$ cat config.mk
export PLATFORM = sky130hd
export DESIGN_NAME = aes_key_expand
export DESIGN_NICKNAME = d
export VERILOG_FILES = /design/src/rtl/aes_pkg.sv /design/src/rtl/aes_sub_word.sv /design/src/rtl/aes_key_expand.sv
export SDC_FILE = /design/constraint.sdc
export NUM_CORES = 2
export LEC_CHECK = 0
export CAP_MARGIN = 20
export CORE_AREA = 2 2 598 600
export DETAILED_ROUTE_END_ITERATION = 6
export DIE_AREA = 0 0 600 602
export HOLD_SLACK_MARGIN = 0.05
export SLEW_MARGIN = 25
export SYNTH_ARGS = -nofsm -noshare
export SYNTH_HDL_FRONTEND = slang
export SYNTH_SLANG_ARGS = --single-unit
export TNS_END_PERCENT = 20
$ cat constraint.sdc
create_clock -name clk -period 72.8 [get_ports clk]
set_input_delay 18.2 -clock clk [delete_from_list [all_inputs] [get_ports clk]]
set_output_delay 18.2 -clock clk [all_outputs]
set_load 0.1 [all_outputs]
$ cat src/rtl/aes_pkg.sv
// aes_pkg: shared AES byte/word helpers, S-box table and key-expansion state type
package aes_pkg;

    typedef enum logic [1:0] {IDLE, EXPAND, DONE} kx_state_e;

    localparam logic [7:0] SBOX [256] = '{
        8'h63, 8'h7c, 8'h77, 8'h7b, 8'hf2, 8'h6b, 8'h6f, 8'hc5, 8'h30, 8'h01, 8'h67, 8'h2b, 8'hfe, 8'hd7, 8'hab, 8'h76,
        8'hca, 8'h82, 8'hc9, 8'h7d, 8'hfa, 8'h59, 8'h47, 8'hf0, 8'had, 8'hd4, 8'ha2, 8'haf, 8'h9c, 8'ha4, 8'h72, 8'hc0,
        8'hb7, 8'hfd, 8'h93, 8'h26, 8'h36, 8'h3f, 8'hf7, 8'hcc, 8'h34, 8'ha5, 8'he5, 8'hf1, 8'h71, 8'hd8, 8'h31, 8'h15,
        8'h04, 8'hc7, 8'h23, 8'hc3, 8'h18, 8'h96, 8'h05, 8'h9a, 8'h07, 8'h12, 8'h80, 8'he2, 8'heb, 8'h27, 8'hb2, 8'h75,
        8'h09, 8'h83, 8'h2c, 8'h1a, 8'h1b, 8'h6e, 8'h5a, 8'ha0, 8'h52, 8'h3b, 8'hd6, 8'hb3, 8'h29, 8'he3, 8'h2f, 8'h84,
        8'h53, 8'hd1, 8'h00, 8'hed, 8'h20, 8'hfc, 8'hb1, 8'h5b, 8'h6a, 8'hcb, 8'hbe, 8'h39, 8'h4a, 8'h4c, 8'h58, 8'hcf,
        8'hd0, 8'hef, 8'haa, 8'hfb, 8'h43, 8'h4d, 8'h33, 8'h85, 8'h45, 8'hf9, 8'h02, 8'h7f, 8'h50, 8'h3c, 8'h9f, 8'ha8,
        8'h51, 8'ha3, 8'h40, 8'h8f, 8'h92, 8'h9d, 8'h38, 8'hf5, 8'hbc, 8'hb6, 8'hda, 8'h21, 8'h10, 8'hff, 8'hf3, 8'hd2,
        8'hcd, 8'h0c, 8'h13, 8'hec, 8'h5f, 8'h97, 8'h44, 8'h17, 8'hc4, 8'ha7, 8'h7e, 8'h3d, 8'h64, 8'h5d, 8'h19, 8'h73,
        8'h60, 8'h81, 8'h4f, 8'hdc, 8'h22, 8'h2a, 8'h90, 8'h88, 8'h46, 8'hee, 8'hb8, 8'h14, 8'hde, 8'h5e, 8'h0b, 8'hdb,
        8'he0, 8'h32, 8'h3a, 8'h0a, 8'h49, 8'h06, 8'h24, 8'h5c, 8'hc2, 8'hd3, 8'hac, 8'h62, 8'h91, 8'h95, 8'he4, 8'h79,
        8'he7, 8'hc8, 8'h37, 8'h6d, 8'h8d, 8'hd5, 8'h4e, 8'ha9, 8'h6c, 8'h56, 8'hf4, 8'hea, 8'h65, 8'h7a, 8'hae, 8'h08,
        8'hba, 8'h78, 8'h25, 8'h2e, 8'h1c, 8'ha6, 8'hb4, 8'hc6, 8'he8, 8'hdd, 8'h74, 8'h1f, 8'h4b, 8'hbd, 8'h8b, 8'h8a,
        8'h70, 8'h3e, 8'hb5, 8'h66, 8'h48, 8'h03, 8'hf6, 8'h0e, 8'h61, 8'h35, 8'h57, 8'hb9, 8'h86, 8'hc1, 8'h1d, 8'h9e,
        8'he1, 8'hf8, 8'h98, 8'h11, 8'h69, 8'hd9, 8'h8e, 8'h94, 8'h9b, 8'h1e, 8'h87, 8'he9, 8'hce, 8'h55, 8'h28, 8'hdf,
        8'h8c, 8'ha1, 8'h89, 8'h0d, 8'hbf, 8'he6, 8'h42, 8'h68, 8'h41, 8'h99, 8'h2d, 8'h0f, 8'hb0, 8'h54, 8'hbb, 8'h16
    };

    // Multiply by x in GF(2^8) modulo 0x11b.
    function automatic logic [7:0] xtime(input logic [7:0] b);
        return {b[6:0], 1'b0} ^ (b[7] ? 8'h1b : 8'h00);
    endfunction

    // Byte 0 sits in bits [7:0], so the FIPS left rotation is a right shift by one byte.
    function automatic logic [31:0] rot_word(input logic [31:0] w);
        return {w[7:0], w[31:8]};
    endfunction

    function automatic logic [31:0] sub_word(input logic [31:0] w);
        return {SBOX[w[31:24]], SBOX[w[23:16]], SBOX[w[15:8]], SBOX[w[7:0]]};
    endfunction

endpackage

$ cat src/rtl/aes_sub_word.sv
// aes_sub_word: four parallel S-box lookups on one 32-bit word
module aes_sub_word
    import aes_pkg::*;
(
    input  logic [31:0] din,
    output logic [31:0] dout
);

    // purely combinational byte substitution
    always_comb dout = sub_word(din);

endmodule

$ cat src/rtl/aes_key_expand.sv
// aes_key_expand: iterative AES key schedule, one 32-bit word per cycle
module aes_key_expand
    import aes_pkg::*;
#(
    parameter int Nk = 4,
    parameter int Nr = Nk + 6
) (
    input  logic              clk,
    input  logic              rst,
    input  logic              key_valid,
    output logic              key_ready,
    input  logic [32*Nk-1:0]  key,
    output logic [31:0]       rkey [4*(Nr+1)],
    output logic              rkey_valid
);

    localparam int NW = 4 * (Nr + 1);
    localparam int IW = $clog2(NW);

    kx_state_e     state_q, state_d;
    logic [IW-1:0] idx_q, idx_d;
    logic [2:0]    pos_q, pos_d;
    logic [7:0]    rcon_q, rcon_d;
    logic          rkey_valid_q, rkey_valid_d;
    logic [31:0]   rkey_q [NW];
    logic [31:0]   rkey_d [NW];

    logic          accept;
    logic [31:0]   prev_w, far_w, sw_in, sw_out, temp;

    assign key_ready  = (state_q != EXPAND);
    assign accept     = key_valid & key_ready;
    assign rkey       = rkey_q;
    assign rkey_valid = rkey_valid_q;

    aes_sub_word u_sub (
        .din  (sw_in),
        .dout (sw_out)
    );

    // word path: pos_q tracks i % Nk so no divider is needed
    always_comb begin
        prev_w = rkey_q[idx_q - IW'(1)];
        far_w  = rkey_q[idx_q - IW'(Nk)];
        sw_in  = (pos_q == 3'd0) ? rot_word(prev_w) : prev_w;
        temp   = (pos_q == 3'd0) ? (sw_out ^ {24'h0, rcon_q}) :
                 (Nk == 8 && pos_q == 3'd4) ? sw_out : prev_w;
    end

    // next state: accept loads the key words, EXPAND appends one word per cycle
    always_comb begin
        state_d      = state_q;
        idx_d        = idx_q;
        pos_d        = pos_q;
        rcon_d       = rcon_q;
        rkey_valid_d = rkey_valid_q;
        rkey_d       = rkey_q;
        if (accept) begin
            state_d      = EXPAND;
            idx_d        = IW'(Nk);
            pos_d        = 3'd0;
            rcon_d       = 8'h01;
            rkey_valid_d = 1'b0;
            for (int j = 0; j < Nk; j++) rkey_d[j] = key[32*j +: 32];
        end else if (state_q == EXPAND) begin
            rkey_d[idx_q] = far_w ^ temp;
            pos_d         = (pos_q == 3'(Nk - 1)) ? 3'd0 : pos_q + 3'd1;
            rcon_d        = (pos_q == 3'd0) ? xtime(rcon_q) : rcon_q;
            idx_d         = (idx_q == IW'(NW - 1)) ? idx_q : idx_q + IW'(1);
            if (idx_q == IW'(NW - 1)) begin
                state_d      = DONE;
                rkey_valid_d = 1'b1;
            end
        end
    end

    // state registers; reset discards any schedule in progress
    always_ff @(posedge clk or posedge rst) begin
        if (rst) begin
            state_q      <= IDLE;
            idx_q        <= '0;
            pos_q        <= '0;
            rcon_q       <= 8'h01;
            rkey_valid_q <= 1'b0;
            rkey_q       <= '{default: '0};
        end else begin
            state_q      <= state_d;
            idx_q        <= idx_d;
            pos_q        <= pos_d;
            rcon_q       <= rcon_d;
            rkey_valid_q <= rkey_valid_d;
            rkey_q       <= rkey_d;
        end
    end

endmodule
==> impl_metrics.env <==
export IMPL_status="finished, violations left"
export IMPL_violations="DRC"
export IMPL_crit_arrival_ns=23.40
export IMPL_drive_gt1_frac=0.176
export IMPL_end_kind="asynchronous set/reset pin"
export IMPL_r2r_slack_ns=60.06
export IMPL_syn_area_per_cell_um2=8.91
export IMPL_grt_pass1_wl_mm=936
export IMPL_ys_warnings_count=0
export IMPL_cp_max_fo=123
export IMPL_pin_count=1541
export IMPL_fp_dieW_um=600
export IMPL_mostFrequentLayoutCells="nand2_1, o21ai_0, dfrtp_1"
export IMPL_fmax_ghz=0.0443
export IMPL_globalplace_congestion=1.07
export IMPL_final_hold_viol_count=0
export IMPL_skew_ns=0.131
export IMPL_synth_cells=10100
export IMPL_startpoint="rst"
export IMPL_ys_seq_area_frac=0.396
export IMPL_insertion_delay_ns=0.91
export IMPL_antenna_found_initial=51
export IMPL_synthToLayoutAreaGrowth_pct=27.8
export IMPL_cts_setup_buffers=0
export IMPL_clockBufferDepth=4
export IMPL_synth_top_family_by_area="compound AO/OA/AOI/OAI gates"
export IMPL_ys_flop_type="dfrtp_1"
export IMPL_synth_compound_area_share=0.256
export IMPL_route_vias_total=102000
export IMPL_required_ns=73.63
export IMPL_postLayoutCoreUtil=0.325
export IMPL_viasPerCell=6.35
export IMPL_track_usage=0.383
export IMPL_min_delay_start="state_q[0]"
export IMPL_grt_pass1_vias=92700
export IMPL_initial_core_util=0.254
export IMPL_htree_levels=4
export IMPL_route_detailed_drc=11
export IMPL_clk_pin_slew_ns=0.06
export IMPL_cap_violations=0
export IMPL_finalSetupViolCount=0
export IMPL_cts_hold_buf=0
export IMPL_tns_ns=0
export IMPL_synth_xor_area_frac=0.00539
export IMPL_register_area_um2=35700
export IMPL_layout_min_cycle_time_ns=22.56
export IMPL_final_antenna_net_count=0
export IMPL_synth_area_um2=90100
export IMPL_clock_sinks=1427
export IMPL_rsz0062_at_grt="false"
export IMPL_worst_pin_slew_ns=1.30
export IMPL_final_common_cell="nand2_1"
export IMPL_synthAdderAreaFrac=0.00886
export IMPL_syn_nets=10300
export IMPL_fp_dieH_um=602
export IMPL_timing_final_crit_share=0.310
export IMPL_netlist_cell_type_count=108
export IMPL_multi_input_area_um2=50800
export IMPL_worstRegToRegCells=25
export IMPL_nets=11400
export IMPL_slew_headroom=0.126
export IMPL_firstDrtPassIters=7
export IMPL_hold_class="register to register"
export IMPL_rr_startpoint="idx_q[0]"
export IMPL_synth_edf_count=0
export IMPL_cts_tree="built"
export IMPL_grt_max_degree=167
export IMPL_portBuffers=1540
export IMPL_hold_path_end="state_q[0]"
export IMPL_start_kind="primary input"
export IMPL_grt_overflow=0
export IMPL_ys_seq_elements=1427
export IMPL_dieArea_um2=361000
export IMPL_async_reset_ff_frac=1.00
export IMPL_timing_rr_end="rkey[1213]"
export IMPL_place_hpwl_mm=535
export IMPL_final_max_slew_viol_count=0
export IMPL_drtIter0Drc=16600
export IMPL_whs_path_depth=2
export IMPL_synth_mux_area_frac=0.139
export IMPL_synth_simple_area_share=0.139
export IMPL_critPathKind="primary input to asynchronous set/reset pin"
export IMPL_cts_resized=0
export IMPL_fill_cells=36900
export IMPL_std_cell_rows=219
export IMPL_routed_wl_mm=718
export IMPL_cts_root_buf="clkbuf_16"
export IMPL_core_area_um2=355000
export IMPL_numCtsBuffers=170
export IMPL_avgRoutedWirePerCell_um=44.7
## registers in the layout, indices dropped and copies added (netlist names)
| signal | count |
|---|---|
| rkey | 1408 |
| rcon_q | 8 |
| idx_q | 6 |
| pos_q | 3 |
| state_q | 2 |
## critical path: stages
cell	delay [ns]
clkdlybuf4s50_1	0.49
inv_8	0.57
buf_12	0.61
buf_4	0.84
buf_4	0.74
buf_4	0.72
buf_4	0.81
## layer usage
layer  up-vias  track usage  share of wire
met3      2156        0.146           0.13
met4        24        0.346           0.12
met1     51200        0.445           0.35
met5         -            0        0.00027
li1      40000            -              -
met2      8687        0.544           0.41
## worst max-delay path by stage
stage                end  slack, ns  cells past startpoint
5_1_grt        rkey[149]      49.60                      7
3_5_place_dp   rkey[149]      49.28                      7
6_report       rkey[149]      50.24                      7
4_1_cts        rkey[149]      50.17                      7
2_1_floorplan   idx_q[0]      14.36                      1
3_3_place_gp    rkey[44]      49.10                      7
## Yosys cell counts (all sizes together), types with 20 or more instances
master	instances	share of area
nand2b	23	0.0016
a22o	53	0.0052
mux2i	314	0.035
a311oi	65	0.0063
o32ai	20	0.0019
o31ai	44	0.0038
nand3	232	0.013
nand4	72	0.0050
a21oi	422	0.023
nor2	587	0.025
o221ai	34	0.0033
a211o	45	0.0044
ha	63	0.0087
nand2	1644	0.068
o22ai	405	0.028
a22oi	183	0.015
clkbuf	703	0.029
mux2	222	0.028
nor4	40	0.0028
buf	373	0.024
dfrtp	1426	0.40
o21ai	1483	0.082
o211ai	124	0.010
a32oi	39	0.0038
and3	63	0.0044
mux4	305	0.076
and2	33	0.0023
o21a	21	0.0017
xnor2	31	0.0032
o311ai	74	0.0072
or3	26	0.0019
inv	49	0.0021
a211oi	149	0.012
a31oi	98	0.0071
a2111oi	72	0.0071
a221oi	95	0.0092
a21o	35	0.0029
xor2	21	0.0022
nor3	145	0.0081
## layout make-up
class                   instances  share of cell area
clock inverters                70             0.00619
clock buffers                 227              0.0415
diodes                         38            0.000825
flip-flops and latches       1427               0.310
inverters                      55             0.00199
multi-input cells            7555               0.441
well taps                    4751              0.0516
repair buffers               1949               0.147
## cell families (layout without fill, tap and decap cells)
kind of cell / after synthesis / count (layout)
AOI/OAI and AO/OA: 3651 / 3651
xor gates and xnor gates: 52 / 52
adders and majority gates: 64 / 64
buffers and inverters: 1131 / 2301
DFF: 1427 / 1427
muxes: 841 / 841
other: 0 / 38
and+or+nand+nor: 2947 / 2947
## through the flow
step	hold slack, ns	setup slack, ns	cell area (um^2)	instances
after detailed placement	0.460	49.28	110000	15700
final	0.484	50.24	115000	16100
after global routing	0.490	49.60	115000	16100
after CTS	0.479	50.17	115000	16000
after floorplan	0.438	14.36	90100	10100
after global placement	0.463	49.10	110000	15700
Power is left out: the tool's default activity adds up to more than one toggle a clock period on the data nets, which glitch-free logic cannot reach.
